File: config.mk
export PLATFORM = sky130hd
export DESIGN_NAME = nn_train_ctrl_flat
export DESIGN_NICKNAME = d
export VERILOG_FILES = /design/src/rtl/nn_pkg.sv /design/src/rtl/nn_train_ctrl_if.sv /design/src/rtl/nn_phase_cnt.sv /design/src/rtl/nn_train_ctrl.sv /design/src/flat_wrapper.sv
export SDC_FILE = /design/constraint.sdc
export NUM_CORES = 1
export LEC_CHECK = 0
export CAP_MARGIN = 15
export CORE_ASPECT_RATIO = 1.25
export CORE_UTILIZATION = 45
export DETAILED_ROUTE_END_ITERATION = 16
export PLACE_DENSITY = 0.71
export SLEW_MARGIN = 10
export SYNTH_ARGS = -nofsm -noshare
export SYNTH_HDL_FRONTEND = slang
export SYNTH_SLANG_ARGS = --single-unit
File: constraint.sdc
create_clock -name clk -period 3.3 [get_ports clk]
set_clock_uncertainty 0.15 [all_clocks]
set_input_delay 0.66 -clock clk [delete_from_list [all_inputs] [get_ports clk]]
set_output_delay 0.66 -clock clk [all_outputs]
set_load 0.02 [all_outputs]
File: src/rtl/nn_pkg.sv
// Shared definitions for the backprop network: sequencer state encoding,
// Q6.10 fixed-point format and the parameter registers' initial constants.
package nn_pkg;

    typedef enum logic [2:0] {
        S_IDLE   = 3'd0,
        S_INIT   = 3'd1,
        S_LOAD   = 3'd2,
        S_FF     = 3'd3,
        S_BP     = 3'd4,
        S_UPDATE = 3'd5,
        S_DONE   = 3'd6
    } state_t;

    localparam int WIDTH = 16;
    localparam int FRAC  = 10;

    localparam logic [WIDTH-1:0] INIT_B3_1 = 16'hFC00;  // -1.0
    localparam logic [WIDTH-1:0] INIT_B2_1 = 16'h0200;  //  0.5
    localparam logic [WIDTH-1:0] INIT_W2_1 = 16'h0400;  //  1.0
    localparam logic [WIDTH-1:0] INIT_W3_1 = 16'hFE00;  // -0.5

    // Counter width for values 0..n-1, never narrower than one bit.
    function automatic int cnt_w(input int n);
        return (n > 1) ? $clog2(n) : 1;
    endfunction

endpackage

File: src/rtl/nn_train_ctrl_if.sv
// Control bundle between the training sequencer and the network datapath,
// plus the sequencer's state for observation.
interface nn_train_ctrl_if
    import nn_pkg::*;
#(
    parameter int SW = 2,
    parameter int EW = 10
);
    // start/abort are single-cycle requests with no ready: each is acted on at
    // the edge where it is sampled high, abort winning over start. Every output
    // is a registered-state decode, valid for the whole cycle.
    logic          start;
    logic          abort;
    logic          select_initial;
    logic          select_update;
    logic          ff_en;
    logic          bp_en;
    logic [SW-1:0] sample_idx;
    logic [EW-1:0] epoch_cnt;
    logic          busy;
    logic          done;
    state_t        state;

    modport master (
        input  start, abort,
        output select_initial, select_update, ff_en, bp_en,
               sample_idx, epoch_cnt, busy, done, state
    );

    modport slave (
        output start, abort,
        input  select_initial, select_update, ff_en, bp_en,
               sample_idx, epoch_cnt, busy, done, state
    );
endinterface

File: src/rtl/nn_phase_cnt.sv
// Loadable down-counter timing the feed-forward and backprop phases;
// zero marks the last cycle of the phase.
module nn_phase_cnt #(
    parameter int W = 2
) (
    input  logic         clk,
    input  logic         reset,
    input  logic         load,
    input  logic [W-1:0] load_val,
    output logic         zero
);
    logic [W-1:0] count;

    always_ff @(posedge clk) begin
        if (reset) begin
            count <= '0;
        end else if (load) begin
            count <= load_val;
        end else if (count != '0) begin
            count <= count - W'(1);
        end
    end

    assign zero = (count == '0);
endmodule

File: src/rtl/nn_train_ctrl.sv
// Training sequencer: steps INIT -> (LOAD, FF, BP, UPDATE) per sample for
// every epoch, driving the shared parameter-register selects.
module nn_train_ctrl
    import nn_pkg::*;
#(
    parameter int N_SAMPLES = 4,
    parameter int N_EPOCHS  = 1000,
    parameter int FF_CYCLES = 3,
    parameter int BP_CYCLES = 4
) (
    input  logic            clk,
    input  logic            reset,
    nn_train_ctrl_if.master bus
);
    localparam int SW        = cnt_w(N_SAMPLES);
    localparam int EW        = cnt_w(N_EPOCHS);
    localparam int PHASE_MAX = (FF_CYCLES > BP_CYCLES) ? FF_CYCLES : BP_CYCLES;
    localparam int CW        = cnt_w(PHASE_MAX);

    localparam logic [SW-1:0] S_LAST  = SW'(N_SAMPLES - 1);
    localparam logic [EW-1:0] E_LAST  = EW'(N_EPOCHS - 1);
    localparam logic [CW-1:0] FF_LOAD = CW'(FF_CYCLES - 1);
    localparam logic [CW-1:0] BP_LOAD = CW'(BP_CYCLES - 1);

    state_t        state, state_next;
    logic [SW-1:0] sample_idx;
    logic [EW-1:0] epoch_cnt;
    logic          ph_load, ph_zero;
    logic [CW-1:0] ph_val;

    nn_phase_cnt #(.W(CW)) u_phase_cnt (
        .clk     (clk),
        .reset   (reset),
        .load    (ph_load),
        .load_val(ph_val),
        .zero    (ph_zero)
    );

    always_ff @(posedge clk) begin
        if (reset) state <= S_IDLE;
        else       state <= state_next;
    end

    always_comb begin
        state_next         = state;
        ph_load            = 1'b0;
        ph_val             = '0;
        bus.select_initial = 1'b0;
        bus.select_update  = 1'b0;
        bus.ff_en          = 1'b0;
        bus.bp_en          = 1'b0;
        bus.busy           = 1'b0;
        bus.done           = 1'b0;

        if (bus.abort) begin
            state_next = S_IDLE;
        end else begin
            unique case (state)
                S_IDLE:   if (bus.start) state_next = S_INIT;
                S_INIT:   state_next = S_LOAD;
                S_LOAD:   state_next = S_FF;
                S_FF:     if (ph_zero) state_next = S_BP;
                S_BP:     if (ph_zero) state_next = S_UPDATE;
                S_UPDATE: state_next = (sample_idx != S_LAST || epoch_cnt != E_LAST)
                                       ? S_LOAD : S_DONE;
                S_DONE:   if (bus.start) state_next = S_INIT;
                default:  state_next = S_IDLE;
            endcase
        end

        // Phase length is loaded on the entering edge so the first phase cycle already counts.
        if (state_next == S_FF && state != S_FF) begin
            ph_load = 1'b1;
            ph_val  = FF_LOAD;
        end else if (state_next == S_BP && state != S_BP) begin
            ph_load = 1'b1;
            ph_val  = BP_LOAD;
        end

        bus.select_initial = (state == S_INIT);
        bus.select_update  = (state == S_UPDATE);
        bus.ff_en          = (state == S_FF);
        bus.bp_en          = (state == S_BP);
        bus.done           = (state == S_DONE);
        bus.busy           = (state != S_IDLE) && (state != S_DONE);
    end

    // Counters read 0 in IDLE and in INIT, and hold their final values in DONE.
    always_ff @(posedge clk) begin
        if (reset || bus.abort || state_next == S_INIT) begin
            sample_idx <= '0;
            epoch_cnt  <= '0;
        end else if (state == S_UPDATE) begin
            if (sample_idx != S_LAST) begin
                sample_idx <= sample_idx + SW'(1);
            end else if (epoch_cnt != E_LAST) begin
                sample_idx <= '0;
                epoch_cnt  <= epoch_cnt + EW'(1);
            end
        end
    end

    assign bus.sample_idx = sample_idx;
    assign bus.epoch_cnt  = epoch_cnt;
    assign bus.state      = state;
endmodule
File: src/flat_wrapper.sv
// flat-port wrapper written by rule: the top's interface ports become plain ports
module nn_train_ctrl_flat import nn_pkg::*;
#(
    parameter int N_SAMPLES = 4,
    parameter int N_EPOCHS  = 1000,
    parameter int FF_CYCLES = 3,
    parameter int BP_CYCLES = 4
)
  (clk, reset, bus_start, bus_abort, bus_select_initial, bus_select_update, bus_ff_en, bus_bp_en, bus_sample_idx, bus_epoch_cnt, bus_busy, bus_done, bus_state);
  nn_train_ctrl_if bus_i ();
  input  logic clk;
  input  logic reset;
  input wire logic [$bits(bus_i.start)-1:0] bus_start;
  input wire logic [$bits(bus_i.abort)-1:0] bus_abort;
  output wire logic [$bits(bus_i.select_initial)-1:0] bus_select_initial;
  output wire logic [$bits(bus_i.select_update)-1:0] bus_select_update;
  output wire logic [$bits(bus_i.ff_en)-1:0] bus_ff_en;
  output wire logic [$bits(bus_i.bp_en)-1:0] bus_bp_en;
  output wire logic [$bits(bus_i.sample_idx)-1:0] bus_sample_idx;
  output wire logic [$bits(bus_i.epoch_cnt)-1:0] bus_epoch_cnt;
  output wire logic [$bits(bus_i.busy)-1:0] bus_busy;
  output wire logic [$bits(bus_i.done)-1:0] bus_done;
  output wire logic [$bits(bus_i.state)-1:0] bus_state;
  assign bus_i.start = bus_start;
  assign bus_i.abort = bus_abort;
  assign bus_select_initial = bus_i.select_initial;
  assign bus_select_update = bus_i.select_update;
  assign bus_ff_en = bus_i.ff_en;
  assign bus_bp_en = bus_i.bp_en;
  assign bus_sample_idx = bus_i.sample_idx;
  assign bus_epoch_cnt = bus_i.epoch_cnt;
  assign bus_busy = bus_i.busy;
  assign bus_done = bus_i.done;
  assign bus_state = bus_i.state;
  nn_train_ctrl #(.N_SAMPLES(N_SAMPLES), .N_EPOCHS(N_EPOCHS), .FF_CYCLES(FF_CYCLES), .BP_CYCLES(BP_CYCLES)) u_core (.clk(clk), .reset(reset), .bus(bus_i));
endmodule
## Word-level counts from Yosys, hierarchy flattened

Cells that the tools add are included.

| storage, ports and cells | value |
|---|---|
| flip-flop bits (word level) | 17 |
| input bits | 4 |
| output and inout port bits | 21 |
| word-level logic and storage cells | 51 |

| operators by class | value |
|---|---|
| add/subtract/negate cells | 3 |
| equality and inequality tests | 14 |
| muxes and demuxes | 14 |
| bitwise operators | 1 |
| reductions and logical operators | 15 |

Operators by type and width:

| operator | number |
|---|---|
| 3-bit one-hot mux with 6 select lines | 1 |
| 3-bit two-way mux | 5 |
| 3-bit == test, second input constant | 4 |
| 2-bit two-way mux | 6 |
| 10-bit by 1-bit adder with 10-bit output, second input constant | 1 |
| 10-bit != test, second input constant | 1 |
| 3-bit by 2-bit == test with 1-bit output, second input constant | 3 |
| 3-bit by 1-bit == test with 1-bit output, second input constant | 2 |
| 3-bit != test, second input constant | 2 |
| 2-bit nonzero test | 3 |
| 1-bit logical AND | 3 |
| 3-bit logical NOT | 1 |
| 1-bit logical OR | 3 |
| 3-bit by 2-bit != test with 1-bit output, second input constant | 1 |
| 3-bit AND reduction | 1 |
| 3-bit nonzero test | 1 |
| 2-bit by 1-bit adder with 2-bit output, second input constant | 1 |
| 2-bit logical NOT | 1 |
| 1-bit two-way mux | 2 |
| 2-bit != test, second input constant | 1 |
| 2-bit AND reduction | 1 |
| 2-bit OR reduction | 1 |
| 2-bit by 1-bit subtractor with 2-bit output, second input constant | 1 |
| 1-bit NOT | 1 |

## Longest topological paths before layout

| logic depth | value |
|---|---|
| word-level depth | 10 |
| mapped depth | 8 |
| depth with buffers taken out | 6 |

## Modules after synthesis

Synthesis repeated with hierarchy kept, for this count alone.

| unflattened totals | value |
|---|---|
| cell total of the unflattened synthesis | 127 |
| area total of the unflattened synthesis | 1042.2 um^2 |

By module, submodules not included:

| module | times used | cells an instance | area each (um^2) | sequential area each (um^2) |
|---|---|---|---|---|
| nn_train_ctrl | 1 | 115 | 920.9 | 300.3 |
| nn_phase_cnt | 1 | 12 | 121.4 | 40.0 |

## Worst setup path after synthesis

Ideal clock, no wire load.

| timing | value |
|---|---|
| path type | flip-flop to output port |
| from | register u_core.state[0], in the netlist u_core.bus.state[0] |
| to | output port bus_select_initial |
| arrival time | 1.246 ns |
| data required time | 2.490 ns |
| path slack | 1.244 ns |
| stages on the path, launching flop included | 4 |
| path buffers | 1 |
| cells stage by stage | dfxtp_1 > buf_4 > inv_1 > nor3_1 |

| on the way | value |
|---|---|
| cells in the longest elaborated chain, start to end | 1 |

Ends and longest elaborated chain:

| element | line | RTL |
|---|---|---|
| from (decl) | nn_train_ctrl.sv:25 | `state_t state, state_next;` |
| from (signal assigned) | nn_train_ctrl.sv:41 | `else state <= state_next;` |
| 3-bit by 1-bit == test with 1-bit output | nn_train_ctrl.sv:80 | `bus.select_initial = (state == S_INIT);` |
| to (decl) | flat_wrapper.sv:15 | `output wire logic [$bits(bus_i.select_initial)-1:0] bus_select_initial;` |

Every way passes these cells.

## Final worst setup path

Same ends and word-level chain as after synthesis.

==> results.cfg <==
[cts]
cts_tree = yes
cts_resized = 0
cts.path.max_buffers = 2
clk_latency_ps = 290
clkSinkCount = 17
htreeDepth = 1
clkTransAtPathRegs_ps = 100
clock-root-buffer = clkbuf_4
holdBufCountCts = 0
cts_post_setup_buffers_inserted = 0
cts_inserted_buffers = 3

[sta]
rsz0062_at_grt = false
fin_crit_ps = 2750
maxSlewHeadroom = 0.506
setup_ws_ps = 547
setup_viol = 0
fin_crit_sh = 0.834
fmax_ghz = 0.363
maxSlewViolCount = 0
hold_viol_final = 0
tns_ps = 0
worstMarginPinSlew_ps = 741

[global_route]
grt_pass1_wl_um = 3910
grt_use_total = 0.200
grt_overflow = 0
top_usage_layer = met2
grt_use_met3 = 0.0411
grt_max_degree = 17
grtUsageMet1 = 0.228
grt_antenna_before_repair = 0
grt_pass1_vias = 895
met2_usage = 0.352

[route]
routed_wirelength_um = 2230
vias = 921
ant_nets = 0
drt_pass1_iterations = 4
drc_errors = 0
viasPerCell = 5.42
first_iter_violations = 9
wl_per_cell_um = 13.1

[layout]
nets = 147
fillers = 210
diodes = 0
drive_above_1_share = 0.187
syn_to_final_growth_pct = 21.6
final_util = 0.592
stdcell_count = 170
seqCellArea_um2 = 340
multi_input_area_um2 = 666

[floorplan]
die_area_um2 = 2650
num_rows = 19
coreArea_um2 = 2260
io_pins = 25
die_h_um = 57.3
fp.dieW_um = 46.2
start_util = 0.487

[worst_setup_path]
crit_path_start_kind = register
worstPathMaxFanout = 12
slowest_stage = clkdlybuf4s50_1
critical_path_class = register to output port
required_ps = 2490
critPathTopFamily = buffers and inverters
cp.buffers_inverters = 2
worstPathCellList = inv_1 > nor3_1 > clkdlybuf4s50_1
max_stage_delay_ps = 630
cp.arrival_ps = 1940
cp-end-kind = output port

[synthesis]
mappedNetlistNets = 123
synth_cell_types = 41
synthArstFlopShare = 0
ys.flop_type = dfxtp_1
ys_top_cells_by_area = dfxtp_1 31%, xnor2_1 8.8%, nor2_2 5.7%
synth_edf_count = 0
synth.yosys.seq_area_share = 0.309
syn_avg_cell_area_um2 = 9.48
synth_top_cell_area_share = 0.309
synth_top_cell_by_area = dfxtp_1
syn_inst = 116
yosysWarnings = 0
netlist_area_um2 = 1100
synth_seq_cells = 17
synth.most_common_cell = dfxtp_1
yosys-top-cells-count = 17 x dfxtp_1, 11 x xnor2_1, 10 x nor2_2

[place]
port_buffers = 24
place_congestion = 0.857
dp.cells = 166
hpwlAfterDp_um = 1670
post-place-ws_ps = 670

[run]
maxCapViolCount = 0

[power_and_ir_drop]
ir_drop_uv = 204
leakage_nw = 0.440
p_per_area_nw_per_um2 = 325

[min_path]
hold_class = register to register

[status]
outcome = complete, no violations
-- worst register-to-register path, delay by kind of cell, from the launching register on --
family          cells  cell delay (ps)
flops               1              670
compound gates      3              990
simple gates        1              260
-- logic make-up after synthesis --
logic type | after synthesis | synth area share
simple gates | 49 | 0.301
buf+inv | 12 | 0.0853
fa+ha+maj | 4 | 0.0432
flops | 17 | 0.309
xor+xnor | 11 | 0.0876
mux | 2 | 0.0193
compound gates | 21 | 0.154
-- flip-flops by register name, indices dropped and copies added, names as in the netlist --
name,count
u_core.bus.epoch_cnt,10
u_core.bus.sample_idx,2
u_core.bus.state,3
u_core.u_phase_cnt.count,2
-- power breakdown --
group / internal, mW / leakage (nW) / switching (mW) / total [mW]
logic: 0.0488 / 0.288 / 0.0495 / 0.0983
registers: 0.217 / 0.138 / 0.00755 / 0.224
clock network: 0.0470 / 0.0150 / 0.0655 / 0.112
total: 0.313 / 0.440 / 0.123 / 0.435
-- routing by layer --
layer,up-vias,part of all wire
li1,460,-
met1,422,0.44
met2,31,0.50
met3,8,0.039
met4,0,0.018
met5,-,0
-- area by class of cell --
type / count / share of cell area
Timing Repair Buffer: 24 / 0.180
Sequential cell: 17 / 0.254
Tap cell: 31 / 0.0290
Clock buffer: 4 / 0.0196
Inverter: 7 / 0.0196
Multi-Input combinational cell: 87 / 0.498
-- metrics by stage --
step	area [um^2]	power [mW]	hold slack, ps
finish	1340	0.435	360
global route	1340	0.466	392
CTS	1340	0.438	361
detailed placement	1310	0.329	346
global placement	1310	0.326	334
floorplan	1100	0.365	386
-- placed cells by master, fill, tap and decap left out, types with 2 or more instances in the layout --
cell,instances
o21a_1,2
nor2_1,3
ha_1,3
dfxtp_1,17
clkbuf_4,3
nand3_1,6
o21ai_0,3
a311oi_2,2
nand3b_1,2
nor3_1,4
or3_1,2
clkdlybuf4s50_1,24
xnor2_1,11
a21oi_1,6
and3_1,3
nor4_2,4
nand2_1,7
inv_1,6
nor2_2,10
-- path summary, 6_finish.rpt --
kind / cells after the start / to / slack [ps] / startpoint
hold reg to reg: 2 / u_core.bus.sample_idx[0] / 360 / u_core.bus.sample_idx[0]
hold / removal: 2 / u_core.bus.sample_idx[0] / 360 / u_core.bus.sample_idx[0]
setup / recovery: 3 / bus_select_initial / 550 / u_core.bus.state[0]
setup reg to reg: 4 / u_core.bus.sample_idx[1] / 1100 / u_core.bus.state[2]
Note: power is estimated with default switching activity, not from simulation.
